## config.mk

```make
export PLATFORM = sky130hd
export DESIGN_NAME = lsu_mem_access_flat
export DESIGN_NICKNAME = d
export VERILOG_FILES = /design/src/rtl/lsu_mem_access_pkg.sv /design/src/rtl/lsu_mem_access_if.sv /design/src/rtl/lsu_mem_access_align.sv /design/src/rtl/lsu_mem_access.sv /design/src/flat_wrapper.sv
export SDC_FILE = /design/constraint.sdc
export NUM_CORES = 1
export LEC_CHECK = 0
export CELL_PAD_IN_SITES_DETAIL_PLACEMENT = 1
export CELL_PAD_IN_SITES_GLOBAL_PLACEMENT = 1
export CORE_UTILIZATION = 30
export CTS_CLUSTER_DIAMETER = 80
export DETAILED_ROUTE_END_ITERATION = 7
export GPL_TIMING_DRIVEN = 0
export PLACE_DENSITY = 0.78
export RECOVER_POWER = 50
export SLEW_MARGIN = 20
export SYNTH_ARGS = -nofsm -noshare
export SYNTH_HDL_FRONTEND = slang
export SYNTH_HIERARCHICAL = 1
export SYNTH_SLANG_ARGS = --single-unit
export TNS_END_PERCENT = 50
```

## constraint.sdc

```tcl
create_clock -name clk -period 4.55 [get_ports clk]
set_input_delay 0.91 -clock clk [delete_from_list [all_inputs] [get_ports clk]]
set_output_delay 0.91 -clock clk [all_outputs]
set_load 0.005 [all_outputs]
```

## src/rtl/lsu_mem_access_pkg.sv

```systemverilog
// Shared types for the load/store unit: access sizes, FSM states, lane helpers.
// Misaligned splitting is enabled by defining LSU_MISALIGNED_SPLIT_EN.
package lsu_mem_access_pkg;

  localparam int LANES = 4;

  typedef enum logic [1:0] {
    SZ_BYTE = 2'd0,
    SZ_HALF = 2'd1,
    SZ_WORD = 2'd2
  } size_e;

  typedef enum logic [2:0] {
    ST_IDLE  = 3'd0,
    ST_REQ0  = 3'd1,
    ST_WAIT0 = 3'd2,
    ST_REQ1  = 3'd3,
    ST_WAIT1 = 3'd4,
    ST_RESP  = 3'd5
  } state_e;

  // Encoding 3 is not a legal size and behaves as a word access.
  function automatic size_e decodeSize(input logic [1:0] raw);
    case (raw)
      2'd0:    return SZ_BYTE;
      2'd1:    return SZ_HALF;
      default: return SZ_WORD;
    endcase
  endfunction

  function automatic logic [2:0] byteCount(input size_e s);
    case (s)
      SZ_BYTE: return 3'd1;
      SZ_HALF: return 3'd2;
      default: return 3'd4;
    endcase
  endfunction

  function automatic logic [LANES-1:0] sizeMask(input size_e s);
    case (s)
      SZ_BYTE: return 4'b0001;
      SZ_HALF: return 4'b0011;
      default: return 4'b1111;
    endcase
  endfunction

endpackage

```

## src/rtl/lsu_mem_access_if.sv

```systemverilog
// Request/response port between execute and the LSU, and the LSU data-memory bus.
// Master drives the request side of each link; slave answers it.
interface lsu_req_if #(
  parameter int ADDR_W = 32,
  parameter int DATA_W = 32
);
  logic              req_valid;
  logic              req_ready;
  logic              req_we;
  logic [1:0]        req_size;
  logic              req_unsigned;
  logic [ADDR_W-1:0] req_addr;
  logic [DATA_W-1:0] req_wdata;
  logic              resp_valid;
  logic [DATA_W-1:0] resp_rdata;
  logic              resp_err;

  modport master (
    output req_valid, req_we, req_size, req_unsigned, req_addr, req_wdata,
    input  req_ready, resp_valid, resp_rdata, resp_err
  );

  modport slave (
    input  req_valid, req_we, req_size, req_unsigned, req_addr, req_wdata,
    output req_ready, resp_valid, resp_rdata, resp_err
  );
endinterface

interface lsu_bus_if import lsu_mem_access_pkg::*; #(
  parameter int ADDR_W = 32,
  parameter int DATA_W = 32
);
  logic              mem_req;
  logic              mem_we;
  logic [ADDR_W-1:0] mem_addr;
  logic [LANES-1:0]  mem_be;
  logic [DATA_W-1:0] mem_wdata;
  logic              mem_gnt;
  logic              mem_rvalid;
  logic [DATA_W-1:0] mem_rdata;

  modport master (
    output mem_req, mem_we, mem_addr, mem_be, mem_wdata,
    input  mem_gnt, mem_rvalid, mem_rdata
  );

  modport slave (
    input  mem_req, mem_we, mem_addr, mem_be, mem_wdata,
    output mem_gnt, mem_rvalid, mem_rdata
  );
endinterface

```

## src/rtl/lsu_mem_access_align.sv

```systemverilog
// Lane steering for the LSU: per-beat byte enables and store data, plus
// reassembly and sign/zero extension of load data.
module lsu_align import lsu_mem_access_pkg::*; (
  input  logic        i_beat,
  input  logic [1:0]  i_off,
  input  size_e       i_size,
  input  logic        i_unsigned,
  input  logic        i_split,
  input  logic [31:0] i_wdata,
  input  logic [31:0] i_rd0,
  input  logic [31:0] i_rd1,
  output logic [3:0]  o_be,
  output logic [31:0] o_wdata,
  output logic [31:0] o_rdata
);

  logic [4:0]  w_shift;
  logic [7:0]  w_beWide;
  logic [63:0] w_dataWide;
  logic [63:0] w_rawWide;
  logic [31:0] w_raw;
  logic [31:0] w_rd1;

  // Shifting into a double-width window gives beat 0 in the low half and the
  // spill-over for beat 1 in the high half.
  assign w_shift    = {i_off, 3'b000};
  assign w_beWide   = {4'b0000, sizeMask(i_size)} << i_off;
  assign w_dataWide = {32'd0, i_wdata} << w_shift;
  assign o_be       = i_beat ? w_beWide[7:4] : w_beWide[3:0];
  assign o_wdata    = i_beat ? w_dataWide[63:32] : w_dataWide[31:0];

  assign w_rd1     = i_split ? i_rd1 : 32'd0;
  assign w_rawWide = {w_rd1, i_rd0} >> w_shift;
  assign w_raw     = w_rawWide[31:0];

  always_comb begin
    o_rdata = w_raw;
    case (i_size)
      SZ_BYTE: o_rdata = {{24{~i_unsigned & w_raw[7]}}, w_raw[7:0]};
      SZ_HALF: o_rdata = {{16{~i_unsigned & w_raw[15]}}, w_raw[15:0]};
      default: o_rdata = w_raw;
    endcase
  end

endmodule

```

## src/rtl/lsu_mem_access.sv

```systemverilog
// Single-outstanding load/store unit driving a request/grant/response memory bus.
// Define LSU_MISALIGNED_SPLIT_EN to run misaligned accesses (two beats when crossing a word).
module lsu_mem_access import lsu_mem_access_pkg::*; #(
  parameter int ADDR_W = 32,
  parameter int DATA_W = 32
) (
  input  logic   clk,
  input  logic   rst_n,
  lsu_req_if.slave req,
  lsu_bus_if.master mem
);

  state_e            r_state;
  state_e            w_nextState;
  logic              r_we;
  logic              r_unsigned;
  logic              r_err;
  logic              r_split;
  size_e             r_size;
  logic [ADDR_W-1:0] r_addr;
  logic [DATA_W-1:0] r_wdata;
  logic [DATA_W-1:0] r_rd0;
  logic [DATA_W-1:0] r_rd1;

  size_e             w_inSize;
  logic [1:0]        w_inOff;
  logic              w_inErr;
  logic              w_inSplit;
  logic              w_accept;
  logic              w_beat;
  logic [3:0]        w_be;
  logic [DATA_W-1:0] w_laneData;
  logic [DATA_W-1:0] w_loadData;

  assign w_inSize = decodeSize(req.req_size);
  assign w_inOff  = req.req_addr[1:0];
  assign w_accept = (r_state == ST_IDLE) && req.req_valid;

`ifdef LSU_MISALIGNED_SPLIT_EN
  assign w_inErr   = 1'b0;
  assign w_inSplit = ({1'b0, w_inOff} + byteCount(w_inSize)) > 3'd4;
`else
  logic w_inNatural;
  assign w_inNatural = (w_inSize == SZ_BYTE) ||
                       ((w_inSize == SZ_HALF) && !w_inOff[0]) ||
                       (w_inOff == 2'b00);
  assign w_inErr   = !w_inNatural;
  assign w_inSplit = 1'b0;
`endif

  always_ff @(posedge clk or negedge rst_n) begin
    if (!rst_n) r_state <= ST_IDLE;
    else        r_state <= w_nextState;
  end

  always_comb begin
    w_nextState = r_state;
    case (r_state)
      ST_IDLE:  if (req.req_valid) w_nextState = w_inErr ? ST_RESP : ST_REQ0;
      ST_REQ0:  if (mem.mem_gnt) w_nextState = ST_WAIT0;
      ST_WAIT0: if (mem.mem_rvalid) w_nextState = r_split ? ST_REQ1 : ST_RESP;
      ST_REQ1:  if (mem.mem_gnt) w_nextState = ST_WAIT1;
      ST_WAIT1: if (mem.mem_rvalid) w_nextState = ST_RESP;
      ST_RESP:  w_nextState = ST_IDLE;
      default:  w_nextState = ST_IDLE;
    endcase
  end

  // Request fields are captured once so the bus sees stable values through grant stalls.
  always_ff @(posedge clk or negedge rst_n) begin
    if (!rst_n) begin
      r_we       <= 1'b0;
      r_unsigned <= 1'b0;
      r_err      <= 1'b0;
      r_split    <= 1'b0;
      r_size     <= SZ_BYTE;
      r_addr     <= '0;
      r_wdata    <= '0;
      r_rd0      <= '0;
      r_rd1      <= '0;
    end else begin
      if (w_accept) begin
        r_we       <= req.req_we;
        r_unsigned <= req.req_unsigned;
        r_err      <= w_inErr;
        r_split    <= w_inSplit;
        r_size     <= w_inSize;
        r_addr     <= req.req_addr;
        r_wdata    <= req.req_wdata;
        r_rd0      <= '0;
        r_rd1      <= '0;
      end
      if ((r_state == ST_WAIT0) && mem.mem_rvalid) r_rd0 <= mem.mem_rdata;
      if ((r_state == ST_WAIT1) && mem.mem_rvalid) r_rd1 <= mem.mem_rdata;
    end
  end

  assign w_beat = (r_state == ST_REQ1) || (r_state == ST_WAIT1);

  lsu_align u_align (
    .i_beat     (w_beat),
    .i_off      (r_addr[1:0]),
    .i_size     (r_size),
    .i_unsigned (r_unsigned),
    .i_split    (r_split),
    .i_wdata    (r_wdata),
    .i_rd0      (r_rd0),
    .i_rd1      (r_rd1),
    .o_be       (w_be),
    .o_wdata    (w_laneData),
    .o_rdata    (w_loadData)
  );

  assign mem.mem_req   = (r_state == ST_REQ0) || (r_state == ST_REQ1);
  assign mem.mem_we    = mem.mem_req && r_we;
  assign mem.mem_addr  = mem.mem_req ?
                         ({r_addr[ADDR_W-1:2], 2'b00} + (w_beat ? ADDR_W'(4) : ADDR_W'(0))) : '0;
  assign mem.mem_be    = mem.mem_req ? w_be : 4'b0000;
  assign mem.mem_wdata = (mem.mem_req && r_we) ? w_laneData : '0;

  assign req.req_ready  = (r_state == ST_IDLE);
  assign req.resp_valid = (r_state == ST_RESP);
  assign req.resp_err   = req.resp_valid && r_err;
  assign req.resp_rdata = (req.resp_valid && !r_we && !r_err) ? w_loadData : '0;

endmodule

```

## src/flat_wrapper.sv

```systemverilog
// flat-port wrapper written by rule: the top's interface ports become plain ports
module lsu_mem_access_flat import lsu_mem_access_pkg::*;
#(
  parameter int ADDR_W = 32,
  parameter int DATA_W = 32
)
  (clk, rst_n, req_req_valid, req_req_we, req_req_size, req_req_unsigned, req_req_addr, req_req_wdata, req_req_ready, req_resp_valid, req_resp_rdata, req_resp_err, mem_mem_req, mem_mem_we, mem_mem_addr, mem_mem_be, mem_mem_wdata, mem_mem_gnt, mem_mem_rvalid, mem_mem_rdata);
  lsu_req_if #(.ADDR_W(ADDR_W), .DATA_W(DATA_W)) req_i ();
  lsu_bus_if #(.ADDR_W(ADDR_W), .DATA_W(DATA_W)) mem_i ();
  input  logic clk;
  input  logic rst_n;
  input wire logic [$bits(req_i.req_valid)-1:0] req_req_valid;
  input wire logic [$bits(req_i.req_we)-1:0] req_req_we;
  input wire logic [$bits(req_i.req_size)-1:0] req_req_size;
  input wire logic [$bits(req_i.req_unsigned)-1:0] req_req_unsigned;
  input wire logic [$bits(req_i.req_addr)-1:0] req_req_addr;
  input wire logic [$bits(req_i.req_wdata)-1:0] req_req_wdata;
  output wire logic [$bits(req_i.req_ready)-1:0] req_req_ready;
  output wire logic [$bits(req_i.resp_valid)-1:0] req_resp_valid;
  output wire logic [$bits(req_i.resp_rdata)-1:0] req_resp_rdata;
  output wire logic [$bits(req_i.resp_err)-1:0] req_resp_err;
  output wire logic [$bits(mem_i.mem_req)-1:0] mem_mem_req;
  output wire logic [$bits(mem_i.mem_we)-1:0] mem_mem_we;
  output wire logic [$bits(mem_i.mem_addr)-1:0] mem_mem_addr;
  output wire logic [$bits(mem_i.mem_be)-1:0] mem_mem_be;
  output wire logic [$bits(mem_i.mem_wdata)-1:0] mem_mem_wdata;
  input wire logic [$bits(mem_i.mem_gnt)-1:0] mem_mem_gnt;
  input wire logic [$bits(mem_i.mem_rvalid)-1:0] mem_mem_rvalid;
  input wire logic [$bits(mem_i.mem_rdata)-1:0] mem_mem_rdata;
  assign req_i.req_valid = req_req_valid;
  assign req_i.req_we = req_req_we;
  assign req_i.req_size = req_req_size;
  assign req_i.req_unsigned = req_req_unsigned;
  assign req_i.req_addr = req_req_addr;
  assign req_i.req_wdata = req_req_wdata;
  assign req_req_ready = req_i.req_ready;
  assign req_resp_valid = req_i.resp_valid;
  assign req_resp_rdata = req_i.resp_rdata;
  assign req_resp_err = req_i.resp_err;
  assign mem_mem_req = mem_i.mem_req;
  assign mem_mem_we = mem_i.mem_we;
  assign mem_mem_addr = mem_i.mem_addr;
  assign mem_mem_be = mem_i.mem_be;
  assign mem_mem_wdata = mem_i.mem_wdata;
  assign mem_i.mem_gnt = mem_mem_gnt;
  assign mem_i.mem_rvalid = mem_mem_rvalid;
  assign mem_i.mem_rdata = mem_mem_rdata;
  lsu_mem_access #(.ADDR_W(ADDR_W), .DATA_W(DATA_W)) u_core (.clk(clk), .rst_n(rst_n), .req(req_i), .mem(mem_i));
endmodule
```

==> flow_metrics.tcl <==
set metrics [dict create \
    first_pass_iters 5 \
    core_area_um2 27000 \
    grt_pass1_vias 8274 \
    fin_tns_setup_ps 0 \
    cts_tree "built" \
    min_path_type "flip-flop to flip-flop" \
    start_kind "flip-flop" \
    cts-root-buf "clkbuf_16" \
    crit_path_end_kind "output port" \
    gr-usage-met2_pct 37.6 \
    die_w_um 168 \
    leakagePower_nw 4.74 \
    num_vias 8021 \
    finalSetupViolCount 0 \
    cts_max_path_buffers 2 \
    pin_count 210 \
    use_met3_pct 4.21 \
    skew_ps 9.63 \
    cts_num_sinks 128 \
    core.rowCount 60 \
    dpl.hpwl_mm 24.5 \
    final_common_cell "clkdlybuf4s50_1" \
    synthCells 914 \
    drv_slew 61 \
    busiest_layer "met2" \
    route.antenna.remaining_nets 0 \
    path_max_fanout 10 \
    grt_pass1_wl_mm 49.2 \
    avgSynthCellArea_um2 9.08 \
    reg2reg_depth 6 \
    io_buffers 207 \
    routed_wl_mm 32.4 \
    final_core_util_pct 42.8 \
    worstPathArrival_ps 3480 \
    crit_type "flip-flop to output port" \
    die_area_um2 28300 \
    start_util_pct 30.7 \
    synth_warnings 6 \
    rsz0062_at_grt "no" \
    area_growth_pct 39.3 \
    outcome "finished, violations left" \
    cts-htree-levels 4 \
    min_period_ps 4390 \
    required_ps 3640 \
    hold_depth 1 \
    fin_nets 1253 \
    grtUsageTotal_pct 22.8 \
    via_per_inst 5.33 \
    violations "max-capacitance violations, max-slew violations" \
    fmaxAchievable_ghz 0.228 \
    drc_errors 0 \
    ctsHoldBuffers 0 \
    final_hold_viol_count 0 \
    ir_drop_uv 372 \
    antenna_found_initial 4 \
    drt_iter0_drc 603 \
    mostFrequentLayoutCells "clkdlybuf4s50_1 (199), nand2_1 (151), dfrtp_1 (126), mux2_2 (68), o21ai_0 (65)" \
    tightest_slew_ps 3280 \
    cap_violations 1 \
    grt.met1_usage_pct 29.9 \
    layout-drive-gt1-share_pct 14.8 \
    die_h_um 168 \
    cts_buffers 17 \
    clkTransAtPathRegs_ps 60 \
    syn_area_um2 8300 \
    insertion_delay_ps 430 \
    grt_max_degree 69 \
    gp_congestion 0.891 \
    power_density_nw_per_um2 707 \
    grt_overflow 0 \
    slew_headroom_pct -119 \
    wl_per_cell_um 21.5 \
    fin_crit_sh_pct 96.5 \
]
==> final timing paths <==
path                                    from  slack [ps]                 end
setup / recovery           u_core/r_state[2]         160    mem_mem_addr[25]
hold / removal              u_core/r_size[1]         530    u_core/r_size[1]
setup reg to reg           u_core/r_state[1]        1960    u_core/r_rd1[15]
hold reg to reg             u_core/r_size[1]         530    u_core/r_size[1]
max in group asynchronous              rst_n         870  u_core/r_wdata[20]
min in group asynchronous              rst_n        1790   u_core/r_addr[14]
==> worst max-delay path, cell delays in order (launching register included) <==
cell             delay [ps]
dfrtp_2                 420
nand2b_4                170
inv_2                   120
buf_8                   160
nand2_1                 100
o21ai_4                 110
ha_1                    180
and2_1                  150
buf_6                   130
nand4_1                  90
buf_4                   180
or4_1                   540
a21oi_2                 180
clkdlybuf4s50_1         530
==> cell type report <==
| cell class | instances | area, um2 |
|---|---|---|
| Clock buffer | 18 | 439 |
| Buffer | 78 | 463 |
| Timing Repair Buffer | 211 | 2130 |
| Sequential cell | 128 | 3210 |
| Multi-Input combinational cell | 701 | 4670 |
| Tap cell | 341 | 427 |
| Antenna cell | 4 | 10.0 |
| Fill cell | 3126 | 15500 |
| Inverter | 9 | 33.8 |
| Clock inverter | 14 | 180 |
==> registers in the layout (all words and copies together), names as in the netlist <==
| register | flops |
|---|---|
| u_core/r_err | 1 |
| u_core/r_addr | 32 |
| u_core/r_unsigned | 1 |
| u_core/r_rd0 | 32 |
| u_core/r_wdata | 32 |
| u_core/r_rd1 | 24 |
| u_core/r_state | 3 |
| u_core/r_size | 2 |
| u_core/r_we | 1 |
==> metal layers <==
layer  wire [um]  up-vias
met5           0        -
met4         773        0
met3        1880       48
met2       15300      302
met1       14400     3944
li1            -     3727
==> power breakdown <==
group | switching (mW) | total [mW] | internal (mW)
combinational | 2.34 | 4.31 | 1.98
sequential | 0.669 | 2.39 | 1.72
clock | 0.579 | 1.47 | 0.888
==> stage by stage <==
stage               hold WS [ps]  total power, mW  std cells  setup slack (ps)  cell area [um2]
finish                       531             8.17       1504               157            11600
detailed placement           521             6.59       1468              -645            10900
floorplan                    478             4.84        919               707             8320
global route                 546             8.62       1504              7.25            11600
global placement             506             6.43       1467             -2910            10800
CTS                          443             8.13       1500              9.15            11500
==> repair_timing <==
| action | 4_1_cts | 5_1_grt |
|---|---|---|
| cloned | 0 | 0 |
| buffers inserted | 2 | 1 |
| endpoints found under the setup margin | 64 | 14 |
| resized for setup | 16 | 7 |
| endpoints found under the hold margin | 0 | 0 |
No activity file was read; power rests on OpenSTA's default activity.
